`src/rtl/bidir_port_ctrl_pkg.sv`:
```
// Shared definitions for the bidirectional port controller.
//  - state_e : FSM state encoding (IDLE=0 .. CAPT=4, 3 bits)
//  - clog2   : ceiling log2 used to size the cycle down-counter
package bidir_port_ctrl_pkg;

  typedef enum logic [2:0] {
    StIdle  = 3'd0,
    StDrive = 3'd1,
    StTurn  = 3'd2,
    StRwait = 3'd3,
    StCapt  = 3'd4
  } state_e;

  // Smallest r such that 2**r >= value; bounded so it terminates at elaboration.
  function automatic int clog2(input int value);
    int result;
    result = 0;
    while ((result < 31) && ((1 << result) < value)) begin
      result = result + 1;
    end
    return result;
  endfunction

endpackage

```
`src/rtl/bidir_port_ctrl_sync2.sv`:
```
// Two-flop synchronizer for an N-bit asynchronous input bus.
// Ports:
//  clk   in  1  sampling clock
//  reset in  1  synchronous active-high reset, clears both stages to 0
//  d     in  N  asynchronous input
//  q     out N  synchronized output, two clk cycles behind d
module bidir_port_ctrl_sync2 #(
  parameter int N = 8
) (
  input  logic         clk,
  input  logic         reset,
  input  logic [N-1:0] d,
  output logic [N-1:0] q
);

  logic [N-1:0] r_meta;
  logic [N-1:0] r_sync;

  always_ff @(posedge clk) begin
    if (reset) begin
      r_meta <= '0;
      r_sync <= '0;
    end else begin
      r_meta <= d;
      r_sync <= r_meta;
    end
  end

  assign q = r_sync;

endmodule

```
`src/rtl/bidir_port_ctrl.sv`:
```
// Half-duplex sequencer for the oe/out/in side of an N-bit tristate pad cell.
// Turns single-beat read/write requests into timed bus cycles with a turnaround
// after every write so the pad and the external device never drive together.
// Ports:
//  clk       in  1  clock, all state on rising edge
//  reset     in  1  synchronous active-high reset
//  req_valid in  1  request present
//  req_ready out 1  block can accept (state is IDLE)
//  req_write in  1  1 = write, 0 = read, sampled on accept
//  req_data  in  N  write data, sampled on accept
//  rsp_valid out 1  one-cycle pulse, read data valid
//  rsp_data  out N  captured read data, held until next capture
//  io_oe     out N  tristate output enables, all bits identical
//  io_out    out N  tristate output data
//  io_in     in  N  tristate input data, asynchronous to clk
//  busy      out 1  state is not IDLE
module bidir_port_ctrl
  import bidir_port_ctrl_pkg::*;
#(
  parameter int N         = 8,
  parameter int WR_CYCLES = 2,
  parameter int TA_CYCLES = 1,
  parameter int RD_WAIT   = 3
) (
  input  logic         clk,
  input  logic         reset,
  input  logic         req_valid,
  output logic         req_ready,
  input  logic         req_write,
  input  logic [N-1:0] req_data,
  output logic         rsp_valid,
  output logic [N-1:0] rsp_data,
  output logic [N-1:0] io_oe,
  output logic [N-1:0] io_out,
  input  logic [N-1:0] io_in,
  output logic         busy
);

  localparam int MaxWrTa = (WR_CYCLES > TA_CYCLES) ? WR_CYCLES : TA_CYCLES;
  localparam int MaxCyc  = (MaxWrTa > RD_WAIT) ? MaxWrTa : RD_WAIT;
  localparam int CntW    = (clog2(MaxCyc + 1) < 1) ? 1 : clog2(MaxCyc + 1);

  localparam logic [CntW-1:0] WrLoad = CntW'(WR_CYCLES - 1);
  localparam logic [CntW-1:0] TaLoad = CntW'(TA_CYCLES - 1);
  localparam logic [CntW-1:0] RdLoad = CntW'(RD_WAIT - 1);

  generate
    if ((WR_CYCLES < 1) || (TA_CYCLES < 1) || (RD_WAIT < 2)) begin : g_param_err
      $error("bidir_port_ctrl: need WR_CYCLES>=1, TA_CYCLES>=1, RD_WAIT>=2");
    end
  endgenerate

  state_e          r_state;
  state_e          w_state_next;
  logic [CntW-1:0] r_cnt;
  logic [CntW-1:0] w_cnt_next;
  logic            r_oe;
  logic            w_oe_next;
  logic [N-1:0]    r_out;
  logic [N-1:0]    w_out_next;
  logic            r_rsp_valid;
  logic            w_rsp_valid_next;
  logic [N-1:0]    r_rsp_data;
  logic [N-1:0]    w_rsp_data_next;
  logic [N-1:0]    w_sync_q;
  logic            w_accept;
  logic            w_cnt_zero;

  // Runs continuously; while driving it sees our own data, which CAPT never uses.
  bidir_port_ctrl_sync2 #(
    .N(N)
  ) u_sync (
    .clk  (clk),
    .reset(reset),
    .d    (io_in),
    .q    (w_sync_q)
  );

  assign req_ready  = (r_state == StIdle);
  assign busy       = ~req_ready;
  assign w_accept   = req_valid & req_ready;
  assign w_cnt_zero = (r_cnt == '0);

  // State register (also holds the registered outputs).
  always_ff @(posedge clk) begin
    if (reset) begin
      r_state     <= StIdle;
      r_cnt       <= '0;
      r_oe        <= 1'b0;
      r_out       <= '0;
      r_rsp_valid <= 1'b0;
      r_rsp_data  <= '0;
    end else begin
      r_state     <= w_state_next;
      r_cnt       <= w_cnt_next;
      r_oe        <= w_oe_next;
      r_out       <= w_out_next;
      r_rsp_valid <= w_rsp_valid_next;
      r_rsp_data  <= w_rsp_data_next;
    end
  end

  // Next-state and counter.
  always_comb begin
    w_state_next = r_state;
    w_cnt_next   = r_cnt;
    unique case (r_state)
      StIdle: begin
        if (w_accept) begin
          if (req_write) begin
            w_state_next = StDrive;
            w_cnt_next   = WrLoad;
          end else begin
            w_state_next = StRwait;
            w_cnt_next   = RdLoad;
          end
        end
      end
      StDrive: begin
        if (w_cnt_zero) begin
          w_state_next = StTurn;
          w_cnt_next   = TaLoad;
        end else begin
          w_cnt_next = r_cnt - 1'b1;
        end
      end
      StTurn: begin
        if (w_cnt_zero) w_state_next = StIdle;
        else            w_cnt_next   = r_cnt - 1'b1;
      end
      StRwait: begin
        if (w_cnt_zero) w_state_next = StCapt;
        else            w_cnt_next   = r_cnt - 1'b1;
      end
      StCapt: begin
        w_state_next = StIdle;
      end
      default: begin
        w_state_next = StIdle;
      end
    endcase
  end

  // Next values of the registered outputs.
  always_comb begin
    w_oe_next        = r_oe;
    w_out_next       = r_out;
    w_rsp_valid_next = 1'b0;
    w_rsp_data_next  = r_rsp_data;
    case (r_state)
      StIdle: begin
        if (w_accept && req_write) begin
          w_oe_next  = 1'b1;
          w_out_next = req_data;
        end
      end
      StDrive: begin
        if (w_cnt_zero) w_oe_next = 1'b0;
      end
      StCapt: begin
        w_rsp_valid_next = 1'b1;
        w_rsp_data_next  = w_sync_q;
      end
      default: begin
      end
    endcase
  end

  assign io_oe     = {N{r_oe}};
  assign io_out    = r_out;
  assign rsp_valid = r_rsp_valid;
  assign rsp_data  = r_rsp_data;

endmodule
```
`config.mk`:
```
export PLATFORM = sky130hd
export DESIGN_NAME = bidir_port_ctrl
export DESIGN_NICKNAME = d
export VERILOG_FILES = /design/src/rtl/bidir_port_ctrl_pkg.sv /design/src/rtl/bidir_port_ctrl_sync2.sv /design/src/rtl/bidir_port_ctrl.sv
export SDC_FILE = /design/constraint.sdc
export NUM_CORES = 1
export LEC_CHECK = 0
export CAP_MARGIN = 20
export CORE_MARGIN = 4
export CORE_UTILIZATION = 45
export CTS_CLUSTER_DIAMETER = 200
export DETAILED_ROUTE_END_ITERATION = 10
export PLACE_DENSITY = 0.85
export SETUP_SLACK_MARGIN = 0.05
export SLEW_MARGIN = 15
export SYNTH_ARGS = -nofsm -noshare
export SYNTH_HDL_FRONTEND = slang
export SYNTH_SLANG_ARGS = --single-unit
```
`constraint.sdc`:
```
create_clock -name clk -period 1.62 [get_ports clk]
set_input_delay 0.243 -clock clk [delete_from_list [all_inputs] [get_ports clk]]
set_output_delay 0.243 -clock clk [all_outputs]
set_load 0.05 [all_outputs]
```
Yosys cells after proc, flatten, opt, wreduce, memory -nomap -nowiden
Cells that the tools add are included.
Cells by class
  $add $sub $neg: 1
  equal/unequal tests: 10
  multiplexer cells: 15
  bitwise operators: 2
  reduce and logical (&&, ||, !) cells: 10
Operators by type and width (number)
  2-to-1 mux 3 bit: 4
  one-hot mux 3 bit (4 select lines): 1
  2-to-1 mux 2 bit: 5
  inequality test 2 bit (second input constant): 4
  == test 3 x 2 -> 1 bit (second input constant): 2
  one-hot mux 2 bit (3 select lines): 1
  AND reduction 3 bit: 2
  inequality test 2 x 1 -> 1 bit (second input constant): 2
  AND reduction 4 bit: 1
  == test 3 x 1 -> 1 bit (second input constant): 1
  == test 3 bit (second input constant): 1
  zero test 3 bit: 1
  2-to-1 mux 1 bit: 3
  nonzero test 3 bit: 1
  zero test 2 bit: 1
  one-hot mux 1 bit (2 select lines): 1
  AND reduction 2 bit: 1
  nonzero test 2 bit: 1
  OR reduction 2 bit: 1
  subtractor 2 x 1 -> 2 bit (second input constant): 1
  AND 1 bit: 1
  logical AND 1 bit: 1
  NOT 1 bit: 1
Word-level totals
  register bits: 39
  output and inout port bits: 27
  logic and storage cells: 46

Logic depth before layout (Yosys ltp)
  word-level depth: 5
  mapped depth: 5
  depth with buffers taken out: 5

Hierarchy
From an unflattened synthesis, not the netlist that was laid out.
Second synthesis, totals
  cell total of the unflattened synthesis: 146
  area total of the unflattened synthesis: 1552.7 um^2
Modules (own cells, without submodules)
  bidir_port_ctrl: instances 1, cells each 113, area each 1088.5 um^2, sequential area each 460.4 um^2
  bidir_port_ctrl_sync2: instances 1, cells each 33, area each 464.2 um^2, sequential area each 320.3 um^2

Worst setup path after synthesis
OpenSTA, ideal clock, no wires.
  kind: flip-flop to flip-flop
  start point: register r_state[0]
  end point: register r_out[0], in the netlist io_out[0]
  setup time: 72 ps
  data arrival time: 1467 ps
  data required time: 1548 ps
  path slack: 81 ps
  stages on the path, launching flop included: 6
  cells stage by stage: dfxtp_1 -> buf_6 -> nor3_4 -> and3_1 -> buf_6 -> mux2i_1
On the way
  longest elaborated chain between the ends: 4
Ends and longest elaborated chain
  start, declared: line bidir_port_ctrl.sv:53  | state_e r_state;
  start signal, assigned: line bidir_port_ctrl.sv:87  | r_state <= StIdle;
  start signal, assigned: line bidir_port_ctrl.sv:94  | r_state <= w_state_next;
  zero test 3 bit (*): line bidir_port_ctrl.sv:79  | assign req_ready = (r_state == StIdle);
  via req_ready: line bidir_port_ctrl.sv:28  | output logic req_ready,
  AND 1 bit: line bidir_port_ctrl.sv:81  | assign w_accept = req_valid & req_ready;
  logical AND 1 bit: line bidir_port_ctrl.sv:152  | if (w_accept && req_write) begin
  AND reduction 2 bit (no source line) (*)
  end signal, assigned: line bidir_port_ctrl.sv:97  | r_out <= w_out_next;
  end, declared: line bidir_port_ctrl.sv:59  | logic [N-1:0] r_out;
Mark *: on every way through the listed nets, which the timed path passes. The rest lies on a longest branch.
A chain may end at the register's enable or synchronous reset.

Worst setup path after layout
  start point: register r_state[0]
  end point: output busy
On the way
  longest elaborated chain between the ends: 2
Ends and longest elaborated chain
  zero test 3 bit: line bidir_port_ctrl.sv:79
  NOT 1 bit: line bidir_port_ctrl.sv:80  | assign busy = ~req_ready;
  end, declared: line bidir_port_ctrl.sv:36  | output logic busy
Every way passes these cells.

==> metrics.yaml <==
route:
  avgRoutedWirePerCell_microns: 12.53
  vias: 1083
  viasPerCell: 4.668
  route.antenna.remaining_nets: 0
  drt_wl_total_mm: 2.907
  drc: 0
  dr.pass1.iters: 4
  first_iter_violations: 45
setup_path:
  worstPathCellList: "nor3_4, inv_2, buf_12"
  startpoint_type: "flip-flop"
  worst-path-buf-inv: 2
  critical_path_class: "flip-flop to output pin"
  crit_family: "flip-flops"
  critPathSlowestCell: "dfxtp_4"
  crit_path_end_kind: "output pin"
  crit_arrival_ps: 1220
  worstPathMaxFanout: 9
  crit_required_ps: 1380
  max_stage_delay_ps: 390
synth:
  synthesis.nets: 169
  yosysWarnings: 0
  syn_area_sq_mm: 0.001506
  yosysSeqAreaShare_pct: 51.83
  ys_types: 30
  syn_inst: 146
  synth-seq-cells: 39
  avgSynthCellArea_sq_um: 10.32
flow_run:
  cap_violations: 0
outcome:
  status: "completed"
clock_tree:
  cts_setup_buffers: 0
  cts_tree: "done"
  clockBufferDepth: 2
  h-tree-depth: 2
  ctsHoldBuffers: 0
  path_clk_slew_ps: 110
  root_buffer: "clkbuf_4"
  numCtsBuffers: 5
  cts.sinks: 39
  clk_latency_ps: 330
placement:
  dp.cells: 224
  routabilityCongestion: 0.7043
  portBuffers: 46
  dp_hpwl_mm: 2.178
  dpl_cell_area_sq_mm: 0.001913
layout:
  post-route-cell-area_sq_mm: 0.001974
  most-common-layout-cells: "dfxtp_1 (36), buf_4 (27), clkdlybuf4s50_1 (19), nor2b_1 (18), nand2_1 (17)"
  drive_above_1_share_pct: 25.00
  utilization_pct: 63.12
  final_common_cell: "dfxtp_1"
  fin_nets: 210
  fillers: 266
  diodes: 0
  instances_no_fill: 232
  syn2layout_area_growth_pct: 31.06
grt:
  grt_pass1_vias: 1058
  grt_overflow: 0
  track_usage_pct: 14.83
  grt_antenna_before_repair: 0
  grt_max_degree: 30
  grt_pass1_wl_mm: 4.871
floorplanning:
  die_y_microns: 65.86
  dieArea_sq_mm: 0.004338
  rows: 20
  die_w_microns: 65.86
  start_util_pct: 48.16
  core_sq_mm: 0.003128
  ioPinCount: 47
pwr:
  p_leak_nw: 0.8069
  ir_drop_v: 0.0005514
  power_density_mw_per_mm2: 1102
  total_power_mw: 2.176
timing:
  final-hold-violation-count: 0
  clock_skew_ps: 5.658
  fmax_ghz: 0.6845
  setup_violations: 0
  final.min_clock_period_ps: 1461
  drv_slew: 0
  grt_setup_unrepaired: "no"
  relSlewSlack_pct: 75.95
  worst_pin_slew_ps: 359.8
  period_share_pct: 90.19
hold_path:
  min_path_type: "primary input to flip-flop"
-- worst reg2reg max path: stages, from the launching register on --
cell       delay (ps)
dfxtp_1           350
inv_1             100
ha_1              220
nand2_1           110
nor3b_1           150
a2111oi_1         360
-- layout make-up --
class                   instances  area, sq um  area share [%]
clock inverters                 2        12.51          0.6337
repair buffers                 50        473.0           23.95
inverters                       4        15.01          0.7605
flip-flops and latches         39        787.0           39.86
multi-input cells              87        590.6           29.91
well taps                      44        55.05           2.788
clock buffers                   6        41.29           2.091
-- where the power goes --
group | total (mW) | internal [mW] | switching, mW
sequential | 1.09 | 1.02 | 0.0645
combinational | 0.620 | 0.267 | 0.354
clock | 0.469 | 0.168 | 0.301
total | 2.18 | 1.46 | 0.719
-- per-layer routing --
layer / share of wire, % / vias to the layer above / GRT usage (%) / wire (microns)
li1: - / 549 / - / -
met4: 3.1 / 0 / 8.808 / 90
met5: 0 / - / 0 / 0
met2: 53 / 16 / 26.03 / 1538
met3: 2.6 / 8 / 3.571 / 77
met1: 41 / 510 / 15.95 / 1201
-- cells by family after synthesis --
logic type	count (synthesis)	synth area share [%]
and+or+nand+nor	56	20.43
DFF	39	51.83
buffers and inverters	20	9.052
muxes	16	10.63
AOI/OAI and AO/OA	12	5.565
adders and majority gates	3	2.492
-- metrics by stage --
| stage | TNS [ps] | setup slack, ps | hold slack (ps) |
|---|---|---|---|
| detailed placement | -49.99 | -49.99 | 421.2 |
| finish | 0 | 159.0 | 446.9 |
| CTS | 0 | 58.03 | 424.8 |
| floorplan | 0 | 81.16 | 371.2 |
| global placement | 0 | 166.8 | 416.0 |
| global route | 0 | 54.54 | 428.6 |
-- final timing paths --
kind	startpoint	end	slack [ps]	cells after the start
max reg2reg	r_cnt[0]	r_state[1]	200	5
min	io_in[7]	u_sync.r_meta[7]	450	2
max	r_state[0]	busy	160	3
min reg2reg	u_sync.r_meta[1]	u_sync.q[1]	450	1
-- cell usage after synthesis --
library cell,count,area share [%]
nand3b_1,1,0.50
nor2_1,9,2.2
clkinv_1,1,0.25
mux2i_1,16,11
dfxtp_1,39,52
and2_2,1,0.50
nor3_1,1,0.33
buf_6,4,3.0
o21ai_0,2,0.66
clkbuf_1,2,0.50
o31a_2,1,0.66
nand2b_1,2,0.83
buf_1,1,0.25
o32ai_1,1,0.58
a21oi_1,4,1.3
and3_1,1,0.42
ha_1,3,2.5
nor3b_1,2,1.0
buf_2,1,0.33
nor4b_1,1,0.58
nor3b_2,1,0.83
o21a_1,2,1.0
a2111oi_0,1,0.58
inv_1,3,0.75
nor3_4,1,1.1
buf_4,8,4.0
o221a_2,1,0.75
nor2b_1,18,7.5
nand2_1,17,4.2
or2_0,1,0.42
-- registers in the layout (all words and copies together) (netlist names) --
signal         cells
r_oe               1
io_out             8
rsp_valid          1
r_state            3
rsp_data           8
u_sync.r_meta      8
u_sync.q           8
r_cnt              2
-- repair_timing --
action	4_1_cts	5_1_grt
gates resized for setup	1	6
endpoints found under the setup margin	1	3
pin swaps	1	1
Power figures use the tool's default switching activity.
